===== src/rtl/seq_detect_pkg.sv =====
// Shared definitions for the serial pattern detector: controller states and
// default sizing.
package seq_detect_pkg;

  localparam int MAXLEN_DEF = 8;
  localparam int CNTW_DEF   = 8;

  typedef enum logic [1:0] {
    IDLE = 2'd0,
    RUN  = 2'd1,
    DONE = 2'd2
  } state_e;

endpackage


===== src/rtl/seq_window_cmp.sv =====
// Combinational window compare.
// The newest bit (bit_in) sits at window[0]. Older bits follow it from the
// history, so pattern[len-1] lines up with the oldest bit of the window.
// Bits at or above len are masked out of the compare.
module seq_window_cmp
  import seq_detect_pkg::*;
#(
  parameter int MAXLEN = MAXLEN_DEF,
  parameter int LENW   = $clog2(MAXLEN) + 1
) (
  input  logic [MAXLEN-2:0] history,
  input  logic              bit_in,
  input  logic [MAXLEN-1:0] pattern,
  input  logic [LENW-1:0]   len,
  output logic              hit
);

  logic [MAXLEN-1:0] window;
  logic [MAXLEN-1:0] mask;

  // build the candidate window and the length mask, then compare
  always_comb begin
    window = {history, bit_in};
    mask   = '0;
    for (int i = 0; i < MAXLEN; i++) begin
      mask[i] = (LENW'(i) < len);
    end
    hit = (((window ^ pattern) & mask) == '0);
  end

endmodule


===== src/rtl/seq_detect_ctrl.sv =====
// Serial pattern detector with run control.
// A start pulse latches the configuration and opens a run. Accepted bits are
// shifted into a history register. A match needs at least len bits of history
// that have not already been consumed. In non-overlapping mode a match empties
// the fill count, so the bits of a matched window are never reused.
module seq_detect_ctrl
  import seq_detect_pkg::*;
#(
  parameter int MAXLEN = MAXLEN_DEF,
  parameter int CNTW   = CNTW_DEF
) (
  input  logic                      clk,
  input  logic                      clear_n,
  input  logic [MAXLEN-1:0]         cfg_pattern,
  input  logic [$clog2(MAXLEN):0]   cfg_len,
  input  logic                      cfg_overlap,
  input  logic [CNTW-1:0]           cfg_target,
  input  logic                      start,
  input  logic                      abort,
  input  logic                      bit_in,
  input  logic                      bit_valid,
  output logic                      bit_ready,
  output logic                      match,
  output logic [CNTW-1:0]           match_count,
  output logic                      busy,
  output logic                      done,
  output logic                      err
);

  localparam int LENW = $clog2(MAXLEN) + 1;

  state_e            state;
  state_e            state_nxt;
  logic [MAXLEN-2:0] hist;
  logic [LENW-1:0]   fill;
  logic [MAXLEN-1:0] pat_q;
  logic [LENW-1:0]   len_q;
  logic              ovl_q;
  logic [CNTW-1:0]   tgt_q;

  logic              len_ok;
  logic              accept;
  logic              win_hit;
  logic              hit;
  logic              tgt_hit;
  logic              start_ok;
  logic [CNTW-1:0]   cnt_inc;
  logic [LENW-1:0]   fill_inc;

  seq_window_cmp #(
    .MAXLEN (MAXLEN),
    .LENW   (LENW)
  ) u_cmp (
    .history (hist),
    .bit_in  (bit_in),
    .pattern (pat_q),
    .len     (len_q),
    .hit     (win_hit)
  );

  assign len_ok   = (cfg_len >= LENW'(2)) && (cfg_len <= LENW'(MAXLEN));
  assign start_ok = start && (state != RUN);
  assign accept   = bit_valid && (state == RUN);
  // a window only counts once enough unconsumed bits sit behind bit_in
  assign hit      = accept && win_hit && (fill >= (len_q - LENW'(1)));
  // the count saturates at all-ones so an unbounded run never wraps
  assign cnt_inc  = (&match_count) ? match_count : match_count + CNTW'(1);
  assign tgt_hit  = hit && (tgt_q != '0) && (cnt_inc == tgt_q);
  assign fill_inc = (fill < len_q) ? fill + LENW'(1) : fill;

  assign busy      = (state == RUN);
  assign done      = (state == DONE);
  assign bit_ready = busy;

  // state register
  always_ff @(posedge clk or negedge clear_n) begin
    if (!clear_n) begin
      state <= IDLE;
    end else begin
      state <= state_nxt;
    end
  end

  // next-state logic; an illegal length goes straight to DONE
  always_comb begin
    state_nxt = state;
    case (state)
      IDLE, DONE: begin
        if (start) begin
          state_nxt = len_ok ? RUN : DONE;
        end
      end
      RUN: begin
        if (tgt_hit || abort) begin
          state_nxt = DONE;
        end
      end
      default: state_nxt = IDLE;
    endcase
  end

  // configuration capture, history shifting, match pulse and counting
  always_ff @(posedge clk or negedge clear_n) begin
    if (!clear_n) begin
      hist        <= '0;
      fill        <= '0;
      pat_q       <= '0;
      len_q       <= '0;
      ovl_q       <= 1'b0;
      tgt_q       <= '0;
      match       <= 1'b0;
      match_count <= '0;
      err         <= 1'b0;
    end else begin
      match <= 1'b0;
      if (start_ok) begin
        pat_q       <= cfg_pattern;
        len_q       <= cfg_len;
        ovl_q       <= cfg_overlap;
        tgt_q       <= cfg_target;
        hist        <= '0;
        fill        <= '0;
        match_count <= '0;
        err         <= !len_ok;
      end else if (accept) begin
        hist <= {hist[MAXLEN-3:0], bit_in};
        if (hit) begin
          match       <= 1'b1;
          match_count <= cnt_inc;
          fill        <= ovl_q ? fill_inc : '0;
        end else begin
          fill <= fill_inc;
        end
      end
    end
  end

endmodule

===== config.mk =====
export PLATFORM = sky130hd
export DESIGN_NAME = seq_detect_ctrl
export DESIGN_NICKNAME = d
export VERILOG_FILES = /design/src/rtl/seq_detect_pkg.sv /design/src/rtl/seq_window_cmp.sv /design/src/rtl/seq_detect_ctrl.sv
export SDC_FILE = /design/constraint.sdc
export NUM_CORES = 1
export LEC_CHECK = 0
export CAP_MARGIN = 25
export CELL_PAD_IN_SITES_DETAIL_PLACEMENT = 2
export CELL_PAD_IN_SITES_GLOBAL_PLACEMENT = 2
export CORE_AREA = 2 2 88 90
export DETAILED_ROUTE_END_ITERATION = 10
export DIE_AREA = 0 0 90 92
export GPL_TIMING_DRIVEN = 0
export PLACE_DENSITY = 0.92
export SLEW_MARGIN = 10
export SYNTH_ARGS = -nofsm -noshare
export SYNTH_HDL_FRONTEND = slang
export SYNTH_SLANG_ARGS = --single-unit

===== constraint.sdc =====
create_clock -name clk -period 5.3 [get_ports clk]
set_clock_uncertainty 0.15 [all_clocks]
set_input_delay 0.795 -clock clk [delete_from_list [all_inputs] [get_ports clk]]
set_output_delay 0.795 -clock clk [all_outputs]
set_load 0.02 [all_outputs]

Word level (Yosys, flattened, before mapping). Index checks and enable logic that the tools add are counted.

Register bits after elaboration: 44. Latch bits: 0. RAM bits: 0. ROM bits: 0. Output and inout port bits: 13. Word-level logic and storage cells: 69. Memories: 0.

Add/subtract/negate cells: 3. $mul: 0. Div/mod/pow operators: 0. Magnitude comparators: 12. Eq/ne operators: 6. Shift-type cells: 0. Muxes and demuxes: 18. Bitwise operators: 2. Reduce and logical (&&, ||, !) cells: 18.

Operators by type and width (number): 8-bit two-way mux (4); 4-bit two-way mux (5); 3-bit by 4-bit less-than comparator with 1-bit output (first input constant) (4); 7-bit two-way mux (2); 8-bit by 1-bit adder with 8-bit output (second input constant) (1); 8-bit bitwise AND (1); 8-bit == test (1); 8-bit zero test (1); 1-bit by 4-bit less-than comparator with 1-bit output (first input constant) (2); 2-bit by 4-bit less-than comparator with 1-bit output (first input constant) (2); 8-bit AND reduction (1); 8-bit nonzero test (1); 8-bit bitwise XOR (1); 1-bit logical AND (7); 2-bit two-way mux (3); 4-bit by 1-bit adder with 4-bit output (second input constant) (1); 4-bit by 2-bit greater-or-equal comparator with 1-bit output (second input constant) (1); 4-bit greater-or-equal comparator (1); 4-bit <= comparator (second input constant) (1); 4-bit less-than comparator (1); 2-bit by 1-bit inequality test with 1-bit output (second input constant) (2); 2-bit one-hot mux with 2 select lines (1); 2-bit AND reduction (2); 2-bit nonzero test (2); other kinds (9) (11).

Longest topological paths before layout.
Depth in word-level cells: 10. Depth in mapped cells: 12. Depth with buffers taken out: 11.

By module. Synthesis repeated with hierarchy kept, for this count alone.

Cell total of the unflattened synthesis: 288. Area, all modules: 2640.0 um2.

By module, submodules not included: seq_detect_ctrl (instances 1, cells each 264, area each 2474.9 um2, sequential area each 1101.1 um2); seq_window_cmp (instances 1, cells each 24, area each 165.2 um2, sequential area each 0.0 um2).

Worst setup path before layout. No wires, ideal clock.

Path kind: reg2reg. Start: register len_q[1]. End: register state[0]. Library setup time: 0.136 ns. Data arrival time: 2.276 ns. Slack: 2.738 ns. Stages on the path, launching flop included: 11. Buffers on the path: 1. Period minus slack after synthesis: 2.562 ns. Path through: dfrtp_1 -> inv_1 -> ha_1 -> or3b_1 -> a21oi_2 -> a21oi_1 -> or3_1 -> or3_1 -> buf_6 -> nor4_2 -> o32ai_1.

Cells in the longest elaborated chain, start to end: 10. Elaborated cells on any way between the ends: 19.

RTL lines: start: declaration (line seq_detect_ctrl.sv:37) `logic [LENW-1:0] len_q;`; start signal: assignment (line seq_detect_ctrl.sv:118) `len_q <= cfg_len;`; branches (longest 4 deep; another with 4-bit by 1-bit subtractor with 4-bit output); 1-bit logical AND * (line seq_detect_ctrl.sv:65) `assign hit = accept && win_hit && (fill >= (len_q - LENW'(1)));`; 1-bit logical AND * (2 in series) (line seq_detect_ctrl.sv:68) `assign tgt_hit = hit && (tgt_q != '0) && (cnt_inc == tgt_q);`; 1-bit logical OR * (line seq_detect_ctrl.sv:94) `if (tgt_hit || abort) begin`; 2-bit by 1-bit inequality test with 1-bit output (no source line) *; 2-bit AND reduction (no source line) *; end signal: assignment (line seq_detect_ctrl.sv:80) `state <= state_nxt;`; end: declaration (line seq_detect_ctrl.sv:32) `state_e state;`.

Every way passes the cells marked *. A chain may end at the register's enable or synchronous reset.

Worst setup path after layout.
Start: register len_q[1]. End: register match_count[0].

Cells in the longest elaborated chain, start to end: 7. Elaborated cells on any way between the ends: 16.

RTL lines: branches (longest 4 deep; another with 4-bit by 1-bit subtractor with 4-bit output); 1-bit logical AND * (line seq_detect_ctrl.sv:65); 2-bit nonzero test (no source line) *; 2-bit AND reduction (no source line) *; end signal: assignment (line seq_detect_ctrl.sv:129) `match_count <= cnt_inc;`; end: declaration (line seq_detect_ctrl.sv:24) `output logic [CNTW-1:0] match_count,`.

Marked as above.

==> metrics.md <==
| Metric | Value |
|---|---|
| TritonRoute pass-1 iters | 4 |
| Top-level port count | 40 |
| Dominant synthesized flop cell | dfrtp_1 |
| # hold bufs at CTS | 0 |
| Least-Margin Pin Slew | 0.668 ns |
| Routability cong. | roughly 0.86 |
| PostCTS Resize Cnt | 0 |
| Critical Path Start Type | register |
| Synthesized net count | 323 |
| Most frequent cells in the layout | nand2_1, dfrtp_1, clkdlybuf4s50_1 |
| Static leakage | 1.41 nW |
| PwrDens | 264 nW/um2 |
| # rows | 32 |
| Gate Count Post-Synth | between 200 and 300 |
| Final Max Slew Viols | 0 |
| Buf/Inv on CP | 2 |
| Post-CTS Setup Inserts | 0 |
| DIE HEIGHT | 92 um |
| Layout area overhead | 24.4% |
| Maxcap violations | 0 |
| Crit path kind | register to register |
| Final hold vios | 0 |
| Starting Density | 0.335 |
| Most common cell after layout, fill and taps aside | nand2_1 |
| Worst path required time | 5.37 ns |
| DRT iter0 DRCs | 55 |
| Routed WL | 7400 um |
| Max stage delay cell, worst path | dfrtp_1 |
| Die area | approximately 8300 um2 |
| GRT overflow | 0 |
| Asr flop ratio synth | 1.00 |
| Tmin final | 3.01 ns |
| Nets@finish | 370 |
| Worst vdd ir | 0.119 mV |
| Layout cells sized above 1 | 0.0485 |
| DP HPWL | 5730 um |
| Post-DRT Antenna Nets | 0 |
| Post-Syn Area | roughly 2500 um2 |
| Worst Path Arrival | 3.08 ns |
| Reg-to-reg critical path endpoint | match_count[0] |
| YS warnings | 0 |
| Vias in the first global route | 2497 |
| Vias/cell | 5.11 |
| Max clock buf depth | 2 |
| Worst setup margin | 2.29 ns |
| Synth Area per Inst | 8.82 um2 |
| Max FO, Critical Path | 6 |
| Synth top area share | 0.441 |
| Largest stage delay on the critical path | 0.45 ns |
| Reg clk slew, reported paths | 0.09 ns |
| Num CTS Buffers | 5 |
| Maximum clock rate | 332 MHz |
| Drt wl/cell | 17.1 um |
| Final setup fails | 0 |
| Largest net degree at the start of global routing | 27 |
| Initial antenna violation count | 0 |
| H-tree levels | 2 |
| Top post-synthesis cells by area | dfrtp_1, nand2_1, ha_1 |
| RSZ-0062 raised after global routing | false |
| CP Capture Type | register |
| Delay-heaviest family, CP | simple AND/OR/NAND/NOR gates |
| Die extent in x | 90 um |
| Setup Total Neg Slack | 0 ns |
| Worst-path cell chain | inv_1, ha_1, or3b_1, a21oi_2, a21oi_1, or3_1, or3_1, buf_6, nor2_1, mux2i_1 |
| # fillers | 858 |
| Sequential share of the synthesized area | 0.441 |
| Crit-path most repeated cell | or3_1 |
| Input/output buffers | 39 |
| Synthesized flop and latch total | 44 |
| Worst slack, placed | around 2.0 ns |
| Worst-Skew Late Latency | ~0.3 ns |
| Critical R2R Launch | len_q[1] |
| Clk root buf | clkbuf_8 |
| Number of diodes | 0 |
| Overall Global Routing Usage | 0.194 |
| HP Class | input pin to asynchronous set/reset pin |
| Sink Count | between 40 and 50 |
| Slew HR | 0.553 |
| Via count | roughly 2200 |
| Area of the core | 7450 um2 |
| Post-synth EDFFs | 0 |
| Post-route DRC | 0 |
| Count of cell types in the netlist | 41 |
| Fin crit share | 0.568 |
| R2R depth | 10 |
| Number of cells on the critical path | 10 |
| First-pass GRT wire length | ~13000 um |
| Status | finished clean |
| Post-synth top area cell | dfrtp_1 |
| R2R Setup Slk | 2.29 ns |
| CTS tree | done |
==> worst max path at each step <==
stage	from	end	slack, ns
final	len_q[1]	match_count[0]	2.29
after global routing	len_q[1]	state[0]	2.10
after CTS	len_q[1]	match_count[0]	2.27
after detailed placement	bit_in	match_count[0]	2.05
after global placement	clear_n	match_count[6]	2.08
after floorplan	len_q[1]	state[0]	2.74
==> layout make-up <==
type / count / area, um2 / share of cell area
buffer: 13 / 68.8 / 0.0221
clock buffer: 6 / 72.6 / 0.0233
clock inverter: 1 / 5.00 / 0.00161
inverter: 9 / 33.8 / 0.0109
multi-input combinational: 217 / 1290 / 0.416
sequential: 44 / 1100 / 0.354
tap: 102 / 128 / 0.0411
timing repair buffer: 40 / 405 / 0.130
==> flip-flops by register name (all words and copies together) (netlist names) <==
| signal | cells |
|---|---|
| len_q | 4 |
| fill | 4 |
| hist | 7 |
| ovl_q | 1 |
| match_count | 8 |
| state | 2 |
| err | 1 |
| tgt_q | 8 |
| match | 1 |
| pat_q | 8 |
==> metal layers <==
layer / global-route usage / share of wire / vias up / wire length, um
li1: - / - / 1051 / -
met1: 0.250 / 0.46 / 1116 / 3440
met2: 0.337 / 0.50 / 33 / 3690
met3: 0.0288 / 0.022 / 8 / 165
met4: 0.0590 / 0.014 / 0 / 100
met5: 0 / 0 / - / 0
==> worst reg2reg max path, delay by kind of cell (launching register included) <==
| kind | cells | cell delay, ns |
|---|---|---|
| and+or+nand+nor | 4 | 1.36 |
| DFF | 1 | 0.45 |
| buffers and inverters | 2 | 0.31 |
| muxes | 1 | 0.25 |
| AOI/OAI and AO/OA | 2 | 0.23 |
| adders and majority gates | 1 | 0.17 |
==> stage by stage <==
step / hold WS (ns) / instance area [um2] / power (W) / std cells / util
floorplan: 0.296 / 2500 / 0.000527 / 283 / -
global placement: 0.314 / 3020 / 0.000601 / 424 / 0.405
detailed placement: 0.337 / 3030 / 0.000621 / 425 / 0.407
CTS: 0.292 / 3110 / 0.000835 / 432 / 0.417
global route: 0.305 / 3110 / 0.000875 / 432 / 0.417
finish: 0.291 / 3110 / 0.000819 / 432 / 0.417
==> cell usage after synthesis, types with 2 or more instances <==
master	count
nand2_1	74
dfrtp_1	44
nor2_1	16
o21ai_0	15
ha_1	13
nor3_1	13
xor2_1	12
a21oi_1	11
clkbuf_1	9
inv_1	8
mux2i_1	8
xnor2_1	8
a22o_1	7
nand3_1	7
nand2b_1	4
nor2b_1	3
and2_1	2
buf_6	2
nand3b_1	2
nand4_1	2
nor4_1	2
or3_1	2
==> logic make-up after synthesis <==
| group | Yosys count | synth area share |
|---|---|---|
| muxes | 9 | 0.0366 |
| adders and majority gates | 13 | 0.0651 |
| DFF | 44 | 0.441 |
| xor gates and xnor gates | 20 | 0.0701 |
| AOI/OAI and AO/OA | 42 | 0.106 |
| and+or+nand+nor | 133 | 0.240 |
| buffers and inverters | 22 | 0.0411 |
==> where the power goes <==
part           leakage [nW]  switching (W)  internal (W)
Clock                0.0410       0.000118     0.0000899
Combinational         0.802       0.000117     0.0000913
Sequential            0.571      0.0000351      0.000369
Total                  1.41       0.000269      0.000550
Power figures use the tool's default switching activity.
